--- config.mk ---
export PLATFORM = sky130hd
export DESIGN_NAME = gate_sensor_decoder
export DESIGN_NICKNAME = d
export VERILOG_FILES = /design/src/rtl/gate_pkg.sv /design/src/rtl/input_debouncer.sv /design/src/rtl/gate_sensor_decoder.sv
export SDC_FILE = /design/constraint.sdc
export NUM_CORES = 1
export LEC_CHECK = 0
export ABC_AREA = 1
export BUFFER_PORTS_ARGS = -buffer_cell sky130_fd_sc_hd__buf_2
export CAP_MARGIN = 10
export CORE_MARGIN = 2
export CORE_UTILIZATION = 63
export CTS_CLUSTER_DIAMETER = 200
export DETAILED_ROUTE_END_ITERATION = 16
export PLACE_DENSITY = 0.83
export REMOVE_ABC_BUFFERS = 1
export SLEW_MARGIN = 20
export SYNTH_ARGS = -nofsm -noshare
export SYNTH_HDL_FRONTEND = slang
export SYNTH_SLANG_ARGS = --single-unit
--- constraint.sdc ---
create_clock -name clk -period 5.55 [get_ports clk]
set_input_delay 1.11 -clock clk [delete_from_list [all_inputs] [get_ports clk]]
set_output_delay 1.11 -clock clk [all_outputs]
set_load 0.005 [all_outputs]
--- src/rtl/gate_pkg.sv ---
// Shared types, defaults and the passage state machine transition function
// for the gate sensor decoder.
package gate_pkg;

    localparam int DEBOUNCE_CYCLES_DEF = 4;
    localparam int TIMEOUT_CYCLES_DEF  = 64;

    // Bits needed to hold a counter running from 0 to n-1 (at least one bit).
    function automatic int count_width(input int n);
        return (n <= 2) ? 1 : $clog2(n);
    endfunction

    typedef enum logic [2:0] {
        IDLE,
        ENT_A,
        ENT_AB,
        ENT_B,
        EXT_B,
        EXT_AB,
        EXT_A,
        WAIT_CLEAR
    } gate_state_t;

    // Outcome of one FSM step: where to go and which event it produces.
    typedef struct packed {
        gate_state_t next;
        logic        fault;
        logic        entry_done;
        logic        exit_done;
    } gate_step_t;

    // True in the states where a car is part way through the gate.
    function automatic logic in_passage(input gate_state_t s);
        return (s != IDLE) && (s != WAIT_CLEAR);
    endfunction

    // Next state and event for the current state and debounced beams (da, db).
    function automatic gate_step_t gate_step(input gate_state_t s,
                                             input logic        da,
                                             input logic        db,
                                             input logic        timed_out);
        gate_step_t r;
        // NOTE: every field gets a default before the case, so no path leaves
        // it unassigned; in combinational logic a missed path infers a latch.
        r.next       = s;
        r.fault      = 1'b0;
        r.entry_done = 1'b0;
        r.exit_done  = 1'b0;
        if (timed_out && in_passage(s)) begin
            r.next  = WAIT_CLEAR;
            r.fault = 1'b1;
        end else begin
            case (s)
                IDLE: case ({da, db})
                    2'b10: r.next = ENT_A;
                    2'b01: r.next = EXT_B;
                    2'b11: begin r.next = WAIT_CLEAR; r.fault = 1'b1; end
                    default: ;
                endcase
                ENT_A: case ({da, db})
                    2'b11: r.next = ENT_AB;
                    2'b00: r.next = IDLE;
                    2'b01: begin r.next = WAIT_CLEAR; r.fault = 1'b1; end
                    default: ;
                endcase
                ENT_AB: case ({da, db})
                    2'b01: r.next = ENT_B;
                    2'b10: r.next = ENT_A;
                    2'b00: begin r.next = IDLE; r.fault = 1'b1; end
                    default: ;
                endcase
                ENT_B: case ({da, db})
                    2'b00: begin r.next = IDLE; r.entry_done = 1'b1; end
                    2'b11: r.next = ENT_AB;
                    2'b10: begin r.next = WAIT_CLEAR; r.fault = 1'b1; end
                    default: ;
                endcase
                EXT_B: case ({da, db})
                    2'b11: r.next = EXT_AB;
                    2'b00: r.next = IDLE;
                    2'b10: begin r.next = WAIT_CLEAR; r.fault = 1'b1; end
                    default: ;
                endcase
                EXT_AB: case ({da, db})
                    2'b10: r.next = EXT_A;
                    2'b01: r.next = EXT_B;
                    2'b00: begin r.next = IDLE; r.fault = 1'b1; end
                    default: ;
                endcase
                EXT_A: case ({da, db})
                    2'b00: begin r.next = IDLE; r.exit_done = 1'b1; end
                    2'b11: r.next = EXT_AB;
                    2'b01: begin r.next = WAIT_CLEAR; r.fault = 1'b1; end
                    default: ;
                endcase
                WAIT_CLEAR: if ({da, db} == 2'b00) r.next = IDLE;
                default: r.next = IDLE;
            endcase
        end
        return r;
    endfunction

endpackage

--- src/rtl/input_debouncer.sv ---
// Two-flop synchronizer followed by a debouncer: the clean output follows the
// synchronized input only after it has disagreed for DEBOUNCE_CYCLES cycles.
module input_debouncer
    import gate_pkg::*;
#(
    parameter int DEBOUNCE_CYCLES = DEBOUNCE_CYCLES_DEF
) (
    input  logic clk,
    input  logic reset,
    input  logic raw,
    output logic clean
);

    localparam int              CNT_W    = count_width(DEBOUNCE_CYCLES);
    localparam logic [CNT_W-1:0] CNT_LAST = CNT_W'(DEBOUNCE_CYCLES - 1);

    logic [1:0]       sync;
    logic [CNT_W-1:0] cnt;

    // Synchronize the raw beam, then count consecutive disagreeing cycles.
    always_ff @(posedge clk) begin
        if (reset) begin
            sync  <= '0;
            cnt   <= '0;
            clean <= 1'b0;
        end else begin
            // NOTE: non-blocking assignments keep every flop sampling the
            // pre-edge values, so the two sync stages really are two stages.
            sync <= {sync[0], raw};
            if (sync[1] == clean) begin
                cnt <= '0;
            end else if (cnt == CNT_LAST) begin
                clean <= sync[1];
                cnt   <= '0;
            end else begin
                cnt <= cnt + 1'b1;
            end
        end
    end

endmodule

--- src/rtl/gate_sensor_decoder.sv ---
// Turns the street-side (A) and lot-side (B) beam sensors into single-cycle
// entry / exit / reject / fault pulses based on the order beams break and clear.
module gate_sensor_decoder
    import gate_pkg::*;
#(
    parameter int DEBOUNCE_CYCLES = DEBOUNCE_CYCLES_DEF,
    parameter int TIMEOUT_CYCLES  = TIMEOUT_CYCLES_DEF
) (
    input  logic clk,
    input  logic reset,
    input  logic sensor_a,
    input  logic sensor_b,
    input  logic lot_full,
    output logic entry_pulse,
    output logic exit_pulse,
    output logic reject_pulse,
    output logic fault_pulse,
    output logic busy
);

    localparam int               DWELL_W    = count_width(TIMEOUT_CYCLES);
    localparam logic [DWELL_W-1:0] DWELL_LAST = DWELL_W'(TIMEOUT_CYCLES - 1);

    logic              da;
    logic              db;
    gate_state_t       state;
    logic [DWELL_W-1:0] dwell;
    logic              timed_out;
    gate_step_t        step;

    input_debouncer #(.DEBOUNCE_CYCLES(DEBOUNCE_CYCLES)) u_deb_a (
        .clk   (clk),
        .reset (reset),
        .raw   (sensor_a),
        .clean (da)
    );

    input_debouncer #(.DEBOUNCE_CYCLES(DEBOUNCE_CYCLES)) u_deb_b (
        .clk   (clk),
        .reset (reset),
        .raw   (sensor_b),
        .clean (db)
    );

    assign timed_out = (dwell == DWELL_LAST);
    assign step      = gate_step(state, da, db, timed_out);

    // Passage FSM with dwell timer; pulses are registered alongside the state
    // so each appears the cycle after its transition.
    always_ff @(posedge clk) begin
        if (reset) begin
            state        <= IDLE;
            dwell        <= '0;
            entry_pulse  <= 1'b0;
            exit_pulse   <= 1'b0;
            reject_pulse <= 1'b0;
            fault_pulse  <= 1'b0;
            busy         <= 1'b0;
        end else begin
            state        <= step.next;
            busy         <= (step.next != IDLE);
            fault_pulse  <= step.fault;
            entry_pulse  <= step.entry_done && !lot_full;
            reject_pulse <= step.entry_done && lot_full;
            exit_pulse   <= step.exit_done;
            if ((step.next != state) || !in_passage(state)) begin
                dwell <= '0;
            end else if (dwell != DWELL_LAST) begin
                dwell <= dwell + 1'b1;
            end
        end
    end

endmodule

==> out/qor.yml, run 1 <==
final_cell_mix: "47 x nand2_1, 42 x nor2_1, 24 x dfxtp_1"
via_count: 1315
io_pins: 10
worst-path-stages: 15
grt_pass1_vias: 1213
finalMaxSlewViolations: 0
synthArstFlopShare: 0
overflow: 0
worstSetupPathType: "reg2reg"
regArea_um2: 480.5
max-slew-margin-rel: 0.7837
p_leak_nw: 0.7089
finalPower_uw: 560.2
cts_made_buffers: 3
rr_startpoint: "u_deb_b.clean$_SDFFE_PP0P_"
ys_types: 25
rsz0062_at_grt: "no"
finish.utilization: 0.7313
ctsResizeCount: 0
drc_errors: 0
area_growth_pct: 8.333
seq_area_frac_synth: 0.3556
wl_um: 2896
path_buf_inv: 1
cts_tree: "built"
r2r_cells: 15
via_per_inst: 5.502
cp_top_family: "simple AND/OR/NAND/NOR gates"
max_stage_delay_ns: 0.47
ir_drop_uv: 303.8
initial_core_util: 0.6750
cp_cell_sequence: "inv_1, ha_1, nor2_1, nand2_1, nand2_1, nor2_1, nor2_1, nand3_1, nand2_1, nand2_1, nand2_1, nand2_1, nor2_1, nand2_2, nor2_1"
end_kind: "flop"
syn_area_um2: 1351
powerDensity_nw_per_um2: 382.7
finalSetupTns_ns: 0
hpwl_um: 2223
fmaxAchievable_ghz: 0.4521
diodes: 0
num_rows: 16
hold_path_depth: 2
critPathLaunchType: "flop"
grt_use_total: 0.2503
ant_nets: 0
synth_edf_count: 0
clkTransAtPathRegs_ns: 0.14
setup_ws_ns: 3.338
period_share: 0.3986
ys_seq_elements: 24
setup-violations-final: 0
io_buffers: 9
first_pass_iters: 5
yosys_warnings: 0
worst_pin_slew_ns: 0.3244
cts_setup_buffers: 0
antenna_found_initial: 0
synthFlopType: "dfxtp_1"
cts_root_buf: "clkbuf_4"
cts_sinks: 24
placed_cell_area_um2: 1411
avgSynthCellArea_um2: 6.690
postSynthCellCount: 202
arrival_ns: 2.48
hold_path_class: "reg2reg"
status: "finished clean"
cp_max_fo: 7
reg2reg_slack_ns: 3.34
die-area_um2: 2532
htreeDepth: 1
final_hold_viol_count: 0
critical_path.startpoint: "u_deb_b.clean$_SDFFE_PP0P_"
place_congestion: 0.9935
slowest_stage: "dfxtp_1"
grt_first_pass_wirelength_um: 4878
cap_viol_max_count: 0
wl_per_cell_um: 12.12
layout-drive-gt1-share: 0.1132
drt_iter0_drc: 70
grt_max_degree: 15
multi_input_area_um2: 762.0
fin_crit_ns: 2.212
skew_ns: 0.01125
insertion_delay_ns: 0.32
regToRegEndpoint: "dwell[2]$_SDFFE_PP0P_"
worstSetupEndpoint: "dwell[2]$_SDFFE_PP0P_"
fill_cells: 172
die_h_um: 50.32
design_area_um2: 1464
clockBufferDepth: 2
final_common_cell: "nand2_1"
preCtsSetupSlack_ns: 3.426
die_x_um: 50.32
design.core.area_um2: 2002
hold_buffers: 0
layout.nets: 228
crit_top_cell: "nand2_1"
cp.required_ns: 5.81
synth_stat cells, types with 5 or more instances:
| cell | instances | area share |
|---|---|---|
| nand2_2 | 5 | 0.023 |
| dfxtp_1 | 24 | 0.36 |
| a21oi_1 | 8 | 0.030 |
| nand3_1 | 13 | 0.048 |
| ha_1 | 10 | 0.093 |
| nand2_1 | 47 | 0.13 |
| inv_1 | 22 | 0.061 |
| o21ai_0 | 10 | 0.037 |
| nor2_1 | 42 | 0.12 |
worst reg2reg max path: stages, from the launching register on:
cell	delay, ns
dfxtp_1	0.47
inv_1	0.14
ha_1	0.28
nor2_1	0.17
nand2_1	0.14
nand2_1	0.09
nor2_1	0.04
nor2_1	0.10
nand3_1	0.10
nand2_1	0.10
nand2_1	0.07
nand2_1	0.07
nand2_1	0.05
nor2_1	0.11
nand2_2	0.10
nor2_1	0.13
metrics by stage:
step,hold slack (ns),std cells
4_1_cts,0.4184,239
3_3_place_gp,0.3958,235
3_5_place_dp,0.3980,235
2_1_floorplan,0.3883,199
6_report,0.4108,239
5_1_grt,0.4442,239
area by class of cell:
cell class / instances / area share
Tap cell: 27 / 0.02308
Clock buffer: 3 / 0.01538
Inverter: 24 / 0.06154
Multi-Input combinational cell: 151 / 0.5205
Sequential cell: 24 / 0.3282
Clock inverter: 1 / 0.02051
Timing Repair Buffer: 9 / 0.03077
power breakdown:
| part | switching [mW] | leakage (nW) | total [mW] | internal, mW |
|---|---|---|---|---|
| logic | 0.144 | 0.486 | 0.218 | 0.0738 |
| clock network | 0.0544 | 0.0279 | 0.127 | 0.0730 |
| registers | 0.0227 | 0.195 | 0.215 | 0.193 |
| total | 0.221 | 0.709 | 0.560 | 0.339 |
cells by family (layout without fill, tap and decap cells):
kind of cell	after synthesis	in the layout	synth area share
xor gates and xnor gates	1	1	0.006483
muxes	1	1	0.007408
and+or+nand+nor	114	114	0.3500
adders and majority gates	10	10	0.09259
AOI/OAI and AO/OA	25	25	0.1074
buffers and inverters	27	37	0.08055
DFF	24	24	0.3556
worst min-delay path by stage:
stage | startpoint | endpoint | slack [ns]
floorplan | u_deb_a.sync[0]$_SDFF_PP0_ | u_deb_a.sync[1]$_SDFF_PP0_ | 0.39
global placement | u_deb_b.sync[0]$_SDFF_PP0_ | u_deb_b.sync[1]$_SDFF_PP0_ | 0.40
detailed placement | u_deb_a.sync[0]$_SDFF_PP0_ | u_deb_a.sync[1]$_SDFF_PP0_ | 0.40
CTS | u_deb_a.sync[0]$_SDFF_PP0_ | u_deb_a.sync[1]$_SDFF_PP0_ | 0.42
global route | u_deb_a.sync[0]$_SDFF_PP0_ | u_deb_a.sync[1]$_SDFF_PP0_ | 0.44
finish | u_deb_b.sync[0]$_SDFF_PP0_ | u_deb_b.sync[1]$_SDFF_PP0_ | 0.41
sequential cells by signal (all words and copies together) (netlist names), 2 cells and up:
name,cells
dwell,6
u_deb_a.cnt,2
u_deb_b.sync,2
u_deb_b.cnt,2
state,3
u_deb_a.sync,2
routing by layer:
metal | wire length [um] | track usage
met1 | 1211 | 0.2792
met2 | 1342 | 0.4342
met3 | 222 | 0.05357
met4 | 119 | 0.1486
met5 | 0 | 0
Power figures use the tool's default switching activity.
==> run 2: changes to the inputs <==
Settings changed: CORE_UTILIZATION 63 to 53, PLACE_DENSITY 0.83 to 0.74.
Clock period 5.55 ns to 1.8 ns, I/O delays scaled along.
==> run 2 against run 1 <==
  * The flow now finishes with violations (negative setup slack)
  * Final area is 21% higher
  * Highest routed layer unchanged
  * First-iteration DRC count is 41% lower
  * Non-clock buffer count is 20 higher
  * Largest cell class unchanged
  * Clock skew is 0.0034 ns lower
  * Worst hold slack worse by 0.23 ns
  * Combinational power grew to 4.2 times the previous value
  * Largest power group unchanged
  * Global-route usage is 0.60 points higher
  * Setup slack worse by 3.5 ns
  * Die area is 17% higher
==> out/qor.yml, run 2 (synthesized netlist as in run 1, its figures left out) <==
worstSetupPathType: "reg2reg"
critPathLaunchType: "flop"
powerDensity_nw_per_um2: 1118  # +190%
layout.nets: 248  # +8.8%
path_buf_inv: 1  # unchanged
hold_path_class: "in2reg"
ant_nets: 0  # unchanged
violations: "negative setup slack"
insertion_delay_ns: 0.32  # about the same
skew_ns: 0.007806  # -0.003444 ns
top_regs: "dwell (6), state (3)"
place_congestion: 0.9813  # -1.2%
max_stage_delay_ns: 0.36  # -0.11 ns
drt_iter0_drc: 41  # -41%
fill_cells: 208  # +21%
preCtsSetupSlack_ns: -0.1210  # -3.547 ns
hpwl_um: 2326  # +4.6%
clockBufferDepth: 2  # unchanged
cap_viol_max_count: 0  # unchanged
p_leak_nw: 0.8207  # +16%
wl_per_cell_um: 12.80  # +5.6%
num_rows: 18  # +2
overflow: 0  # unchanged
final_hold_viol_count: 0  # unchanged
setup_ws_ns: -0.1360  # -3.474 ns
period_share: 1.076  # +0.6770
hold_buffers: 0  # unchanged
die-area_um2: 2970  # +17%
fin_crit_ns: 1.936  # -0.2761 ns
end_kind: "flop"
die_x_um: 54.50  # +8.3%
htreeDepth: 1  # unchanged
cp_max_fo: 6  # -1
worst_pin_slew_ns: 0.3283  # +0.003945 ns
clkTransAtPathRegs_ns: 0.14  # about the same
slowest_stage: "dfxtp_2"
cp.required_ns: 2.06  # -3.75 ns
diodes: 0  # unchanged
final_cell_mix: "43 x nand2_1, 36 x nor2_1, 21 x dfxtp_1"
area_growth_pct: 30.93
final_common_cell: "nand2_1"
multi_input_area_um2: 887.1  # +16%
grt_max_degree: 15  # unchanged
fmaxAchievable_ghz: 0.5165  # +14%
grt_first_pass_wirelength_um: 5478  # +12%
first_pass_iters: 4  # -1
die_h_um: 54.50  # +8.3%
cts_tree: "built"
rsz0062_at_grt: "yes"
design.core.area_um2: 2455  # +23%
max-slew-margin-rel: 0.7803  # -0.003439
via_per_inst: 5.573  # +1.3%
arrival_ns: 2.20  # -0.28 ns
cts_sinks: 24  # unchanged
regArea_um2: 486.7  # +1.3%
setup-violations-final: 7  # +7
top_register: "dwell"
cts_root_buf: "clkbuf_4"
status: "complete, but fails checks"
antenna_found_initial: 0  # unchanged
layout-drive-gt1-share: 0.2931  # +0.1799
grt_pass1_vias: 1334  # +10%
cp_cell_sequence: "buf_4, ha_4, nor2_4, nand2_1, nand2_1, nand2_1, nand2_1, nand3_1, nand2_2, nand2_2, nand2_1, nand2_1, nor2_1, nand2_2, nor2_1"
io_buffers: 9  # unchanged
ir_drop_uv: 796.1  # +160%
finalMaxSlewViolations: 0  # unchanged
grt_use_total: 0.2563  # +0.005978
initial_core_util: 0.5505  # -0.1245
largest_register_ffs: 6  # unchanged
crit_top_cell: "nand2_1"
cp_top_family: "simple AND/OR/NAND/NOR gates"
wl_um: 3354  # +16%
finish.utilization: 0.7207  # -0.01056
via_count: 1460  # +11%
finalPower_mw: 1.977  # +250%
cts_made_buffers: 3  # unchanged
drc_errors: 0  # unchanged
io_pins: 10  # unchanged
run 2: changes by cell type in the layout (fill, tap and decap cells not counted), moves of 2 or more:
| cell | delta |
|---|---|
| buf_4 | +16 |
| ha_1 | -7 |
| ha_4 | +6 |
| nor2_1 | -6 |
| buf_6 | +4 |
| nand2_1 | -4 |
| nand2_2 | +4 |
| dfxtp_1 | -3 |
| inv_1 | -3 |
| nor2_2 | +3 |
| nor2_4 | +3 |
| dfxtp_2 | +2 |
| inv_4 | +2 |
run 2: layout make-up:
class / instances / share of cell area
timing repair buffer: 29 / 0.1188
multi-input combinational: 151 / 0.5014
inverter: 24 / 0.05375
tap: 30 / 0.02122
clock buffer: 3 / 0.01273
sequential: 24 / 0.2751
clock inverter: 1 / 0.01697
run 2: layer usage:
metal  track usage  up-vias  wire, um
li1              -      702         -
met5             0        -         0
met3       0.03552       19       184
met2        0.4839       69      1756
met1        0.2768      670      1295
met4        0.1208        0       119
run 2: path summary, 6_finish.rpt:
kind,startpoint,to,slack (ns),cells after the start
worst max-delay path,u_deb_b.clean$_SDFFE_PP0P_,dwell[4]$_SDFFE_PP0P_,-0.14,15
worst max register to register,u_deb_b.clean$_SDFFE_PP0P_,dwell[4]$_SDFFE_PP0P_,-0.14,15
worst min-delay path,lot_full,entry_pulse$_SDFF_PP0_,0.18,2
worst min register to register,u_deb_b.sync[0]$_SDFF_PP0_,u_deb_b.sync[1]$_SDFF_PP0_,0.43,2
run 2: through the flow:
step	instance area, um^2	TNS (ns)	cells	hold slack (ns)
after global placement	1520	-0.5236	252	0.3963
after detailed placement	1520	-0.7107	252	0.4157
after CTS	1713	-0.1798	261	0.1842
final	1769	-0.7196	262	0.1839
after floorplan	1333	0	199	0.3883
after global routing	1769	-1.848	262	0.1864
run 2: worst reg2reg max path, cell delays in order, from the launching register on:
cell and delay (ns):
dfxtp_2 0.36, buf_4 0.15, ha_4 0.17, nor2_4 0.12, nand2_1 0.09, nand2_1 0.10
nand2_1 0.07, nand2_1 0.07, nand3_1 0.10, nand2_2 0.11, nand2_2 0.06, nand2_1 0.06
nand2_1 0.06, nor2_1 0.12, nand2_2 0.11, nor2_1 0.12
run 2: power breakdown:
group	switching [mW]	internal, mW
Clock	0.166	0.225
Sequential	0.0655	0.595
Combinational	0.542	0.384
run 2: what timing repair did:
item / CTS / global route
buffers inserted: 5 / 1
setup endpoints to repair: 7 / 9
gates resized for setup: 30 / 11
pin swaps: 18 / 8
